<file path="src/rtl/dog_pass_sched.sv">
// dog_pass_sched: sequences one job as cfg_npass DoG pipeline passes.
// Each pass is launched with dog_start and waits for dog_done. An optional
// idle gap follows each non-final pass. A per-pass watchdog, an abort path
// and a one-cycle job_done pulse complete the host-side handshake.
module dog_pass_sched #(
  parameter int unsigned NUM_PASS = 8,
  parameter int unsigned GAP      = 2,
  parameter int unsigned TIMEOUT  = 131072,
  parameter int unsigned CNT_W    = 18
) (
  input  logic       clk,
  input  logic       rst,
  input  logic       cfg_start,
  input  logic [3:0] cfg_npass,
  input  logic       abort,
  input  logic       dog_done,
  output logic       dog_start,
  output logic [2:0] pass_idx,
  output logic       busy,
  output logic       job_done,
  output logic       err_tmo
);

  localparam int unsigned GAP_W    = (GAP > 1) ? $clog2(GAP) : 1;
  localparam int unsigned GAP_LOAD = (GAP > 0) ? GAP - 1 : 0;
  localparam logic [3:0]  MAX_NP   = 4'(NUM_PASS);
  localparam logic [CNT_W-1:0] WD_LAST = CNT_W'(TIMEOUT - 1);

  typedef enum logic [2:0] {
    S_IDLE,
    S_LAUNCH,
    S_RUN,
    S_GAP,
    S_FIN
  } state_t;

  state_t           state, state_nx;
  logic [3:0]       npass;
  logic [3:0]       npass_in;
  logic [CNT_W-1:0] wd_cnt;
  logic [GAP_W-1:0] gap_cnt;

  logic accept;    // cfg_start taken in IDLE
  logic advance;   // non-final pass completed
  logic expire;    // watchdog expired without dog_done
  logic kill;      // abort honoured
  logic last_pass;

  assign npass_in  = (cfg_npass > MAX_NP) ? MAX_NP : cfg_npass;
  assign last_pass = ({1'b0, pass_idx} == (npass - 4'd1));

  // State register.
  always_ff @(posedge clk) begin
    if (rst) state <= S_IDLE;
    else     state <= state_nx;
  end

  // Next-state logic and per-cycle control strobes for the datapath.
  always_comb begin
    state_nx = state;
    accept   = 1'b0;
    advance  = 1'b0;
    expire   = 1'b0;
    kill     = 1'b0;
    case (state)
      S_IDLE: begin
        if (cfg_start) begin
          accept   = 1'b1;
          state_nx = (npass_in == 4'd0) ? S_FIN : S_LAUNCH;
        end
      end
      S_LAUNCH: state_nx = S_RUN;
      S_RUN: begin
        // dog_done takes priority over a watchdog expiry in the same cycle.
        if (dog_done) begin
          if (last_pass) begin
            state_nx = S_FIN;
          end else begin
            advance  = 1'b1;
            state_nx = (GAP > 0) ? S_GAP : S_LAUNCH;
          end
        end else if (wd_cnt == WD_LAST) begin
          expire   = 1'b1;
          state_nx = S_FIN;
        end
      end
      S_GAP: begin
        if (gap_cnt == '0) state_nx = S_LAUNCH;
      end
      S_FIN:   state_nx = S_IDLE;
      default: state_nx = S_IDLE;
    endcase
    // Abort overrides whatever the active state decided, including dog_done.
    if (abort && (state != S_IDLE)) begin
      kill     = 1'b1;
      advance  = 1'b0;
      expire   = 1'b0;
      state_nx = S_IDLE;
    end
  end

  // Job configuration, pass index and sticky timeout flag.
  always_ff @(posedge clk) begin
    if (rst) begin
      npass    <= '0;
      pass_idx <= '0;
      err_tmo  <= 1'b0;
    end else begin
      if (accept) begin
        npass    <= npass_in;
        pass_idx <= '0;
        err_tmo  <= 1'b0;
      end
      if (kill)    pass_idx <= '0;
      if (advance) pass_idx <= pass_idx + 3'd1;
      if (expire)  err_tmo  <= 1'b1;
    end
  end

  // Per-pass watchdog: cleared while launching, counts during RUN.
  always_ff @(posedge clk) begin
    if (rst)                    wd_cnt <= '0;
    else if (state == S_LAUNCH) wd_cnt <= '0;
    else if (state == S_RUN)    wd_cnt <= wd_cnt + CNT_W'(1);
  end

  // Inter-pass gap counter: loaded as the pass completes, counts down in GAP.
  always_ff @(posedge clk) begin
    if (rst)                                  gap_cnt <= '0;
    else if (advance)                         gap_cnt <= GAP_W'(GAP_LOAD);
    else if ((state == S_GAP) && (gap_cnt != '0)) gap_cnt <= gap_cnt - GAP_W'(1);
  end

  // Outputs decoded from the state register only.
  always_comb begin
    dog_start = (state == S_LAUNCH);
    job_done  = (state == S_FIN);
    busy      = (state != S_IDLE);
  end

endmodule

</file>
<file path="config.mk">
export PLATFORM = sky130hd
export DESIGN_NAME = dog_pass_sched
export DESIGN_NICKNAME = d
export VERILOG_FILES = /design/src/rtl/dog_pass_sched.sv
export SDC_FILE = /design/constraint.sdc
export NUM_CORES = 1
export LEC_CHECK = 0
export CORE_UTILIZATION = 40
export CTS_CLUSTER_DIAMETER = 50
export CTS_CLUSTER_SIZE = 28
export DETAILED_ROUTE_END_ITERATION = 10
export SKIP_CTS_REPAIR_TIMING = 1
export SLEW_MARGIN = 20
export SYNTH_ARGS = -nofsm -noshare
export SYNTH_HDL_FRONTEND = slang
export SYNTH_SLANG_ARGS = --single-unit
export TNS_END_PERCENT = 100
</file>
<file path="constraint.sdc">
create_clock -name clk -period 4.4 [get_ports clk]
set_input_delay 0.88 -clock clk [delete_from_list [all_inputs] [get_ports clk]]
set_output_delay 0.88 -clock clk [all_outputs]
set_load 0.1 [all_outputs]
</file>
==> impl_metrics.csv <==
group,metric,value,unit
routing,wl_per_cell,13.29,µm
critical_path,setup.worst_path.end_class,"output port",
critical_path,rrSetupSlack,2.24,ns
power,power_frac_clock,26.8,%
sta,fmax,310.2,MHz
power,switchingPower,0.3540,mW
finish,final_util,49.01,%
hold_path,hp-class,"register to register",
die,die-area,0.004093,mm²
synthesis,synth_area_leaders,"dfxtp_1, xor2_1, nor2_1, xnor2_1, nand2_1",
routing,vias_per_cell,5.322,
critical_path,path_buf_inv,1,
die,pin_count,16,
sta,period_needed,3.224,ns
synthesis,netlist_area,0.001536,mm²
grt,grt_start_max_net_pins,19,
synthesis,yosys.area.top_type,"dfxtp_1",
clock_network,cts_buffers,5,
grt,grt_pass1_wl,5630,µm
finish,syn2layout_area_growth,16.78,%
grt,antenna_found_initial,0,
routing,drc,0,
critical_path,critPathTopFamily,"buffers and inverters",
grt,track_usage,18.03,%
synthesis,yosys_warnings,0,
clock_network,clock_path_buffers,2,
clock_network,clock-sinks,30,
placed_design,postPlaceCellArea,0.001699,mm²
placed_design,gp_congestion,0.7881,
synthesis,avgSynthCellArea,8.489,µm²
clock_network,htree_levels,2,
routing,num_vias,1288,
finish,fin_cells,242,
sta,worst_pin_slew,0.9714,ns
critical_path,start_kind,"register",
routing,drt_wl_total,3216,µm
synthesis,synth.net_count,193,
critical_path,r2r_cells,7,
power,combPwrFrac,35.6,%
synthesis,synth-seq-area-share,39.09,%
grt,grt_pass1_vias,1255,
sta,setup_ws,1.176,ns
sta,timing.final.crit_share,73.27,%
power,p_total,0.8656,mW
critical_path,crit_arrival,2.34,ns
routing,drt_iter0_drc,50,
sta,final-hold-violation-count,0,
synthesis,synth_edf_count,0,
critical_path,slowest_stage,"clkdlybuf4s50_1",
die,floorplan.initialDensity,41.97,%
hold_path,min_to,"npass[3]",
sta,tns,0,ns
finish,final_cell_area,0.001794,mm²
routing,ant_nets,0,
finish,layout.nets,205,
critical_path,path_cells,"nor3b_1 > clkdlybuf4s50_1",
sta,relSlewSlack,35.04,%
placed_design,numPortBuffers,15,
status,status,"complete, no violations",
synthesis,synth_seq_cells,30,
critical_path,r2r-end,"pass_idx[1]",
sta,finalMaxSlewViolations,0,
power,swShare,40.90,%
placed_design,place_inst,234,
synthesis,synth_common_cells,"dfxtp_1, nor2_1, nand2_1, xor2_1",
finish,final_layout_size_suffix_gt1_share,7.216,%
hold_path,worstHoldStart,"npass[3]",
critical_path,rr_startpoint,"npass[0]",
synthesis,synthCells,181,
synthesis,async_flop_share,0,%
clock_network,clockRootBuffer,"clkbuf_8",
power,internal_power,0.5116,mW
synthesis,netlist.area_leader.share,39.09,%
synthesis,ys.flop_type,"dfxtp_1",
grt,overflow,0,
die,rows,22,
routing,dr.pass1.iters,4,
critical_path,crit_fanout,11,
clock_network,clkTransAtPathRegs,0.06,ns
sta,rsz0062_at_grt,"no",
sta,setup_viol,0,
hold_path,whs_path_depth,2,
die,die_h,63.98,µm
sta,skew,0.006861,ns
placed_design,pre_cts_ws,1.500,ns
synthesis,synth_most_common_cell,"dfxtp_1",
power,vdd_drop_max,0.0002320,V
critical_path,crit_type,"register to output port",
power,p_per_area,482.4,mW/mm²
finish,insertedDiodeCount,0,
sta,holdWs,0.4916,ns
clock_network,cts_tree,"built",
power,pwr-share-seq,37.6,%
synthesis,ys_types,41,
die,core_area,0.003661,mm²
critical_path,slowest_delay,1.20,ns
critical_path,worstPathRequired,3.52,ns
power,p_leak,0.6808,nW
die,die_w,63.98,µm
clock_network,clk_latency,0.28,ns
flow_run,cap_violations,0,
placed_design,dpl.hpwl,2332,µm
[how the worst max path moves through the flow]
stage / startpoint / to / slack (ns) / cells past startpoint
global route: state[0] / dog_start / 1.08 / 2
finish: state[0] / dog_start / 1.18 / 2
global placement: state[0] / dog_start / 1.53 / 2
CTS: state[0] / dog_start / 1.17 / 2
floorplan: state[2] / job_done / 0.70 / 2
detailed placement: state[0] / dog_start / 1.50 / 2
[layout by cell type (no fill, tap or decap), types with 2 or more instances in the layout]
cell / Yosys / routed
a211oi_1: 2 / 2
a21o_1: 3 / 3
a21oi_1: 9 / 9
a311oi_1: 2 / 2
and3_1: 6 / 6
and4_1: 2 / 2
clkbuf_8: 0 / 6
clkdlybuf4s50_1: 0 / 15
dfxtp_1: 30 / 30
ha_1: 3 / 3
inv_1: 4 / 4
nand2_1: 13 / 13
nand3_1: 9 / 9
nand4_1: 5 / 5
nor2_1: 26 / 26
nor2b_1: 2 / 2
nor3_1: 6 / 6
nor3b_1: 6 / 6
nor4_1: 2 / 2
o21ai_0: 3 / 3
or3_1: 2 / 2
xnor2_1: 6 / 6
xor2_1: 13 / 13
[per-layer routing]
| layer | track usage, % | routed length [µm] | share of wire, % | vias to the layer above |
|---|---|---|---|---|
| li1 | - | - | - | 660 |
| met1 | 22.20 | 1579 | 49 | 602 |
| met2 | 28.99 | 1469 | 46 | 20 |
| met3 | 5.536 | 120 | 3.7 | 6 |
| met4 | 7.386 | 46 | 1.4 | 0 |
| met5 | 0 | 0 | 0 | - |
[worst reg2reg max path: stages (launching register included)]
cell and delay (ns):
dfxtp_1 0.41, inv_1 0.06, ha_1 0.20, xor2_1 0.16, and3b_1 0.21, o31ai_2 0.41, nand3_1 0.23, mux2_1 0.35
[power by group through the flow]
| stage | Clock (mW) | Sequential, mW | Combinational (mW) |
|---|---|---|---|
| 4_1_cts | 0.238 | 0.324 | 0.311 |
| 5_1_grt | 0.251 | 0.330 | 0.333 |
| 3_3_place_gp | 0 | 0.328 | 0.305 |
| 2_1_floorplan | 0 | 0.312 | 0.269 |
| 6_report | 0.232 | 0.325 | 0.309 |
| 3_5_place_dp | 0 | 0.330 | 0.310 |
[registers in the layout, indices dropped and copies added, names as in the netlist]
register,cells
wd_cnt,18
npass,4
pass_idx,3
state,3
gap_cnt,1
err_tmo,1
[final cells by class]
| cell class | instances | area (µm²) |
|---|---|---|
| Clock buffer | 6 | 82.58 |
| Multi-Input combinational cell | 137 | 873.3 |
| Timing Repair Buffer | 15 | 150.1 |
| Fill cell | 371 | 1867 |
| Tap cell | 48 | 60.06 |
| Clock inverter | 2 | 12.51 |
| Inverter | 4 | 15.01 |
| Sequential cell | 30 | 600.6 |
[logic make-up after synthesis]
kind of cell,synth area share (%)
compound gates,12.21
flops,39.09
fa+ha+maj,2.443
buf+inv,4.071
mux,1.466
simple gates,29.89
xor+xnor,10.83
Note: power is estimated with default switching activity, not from simulation.
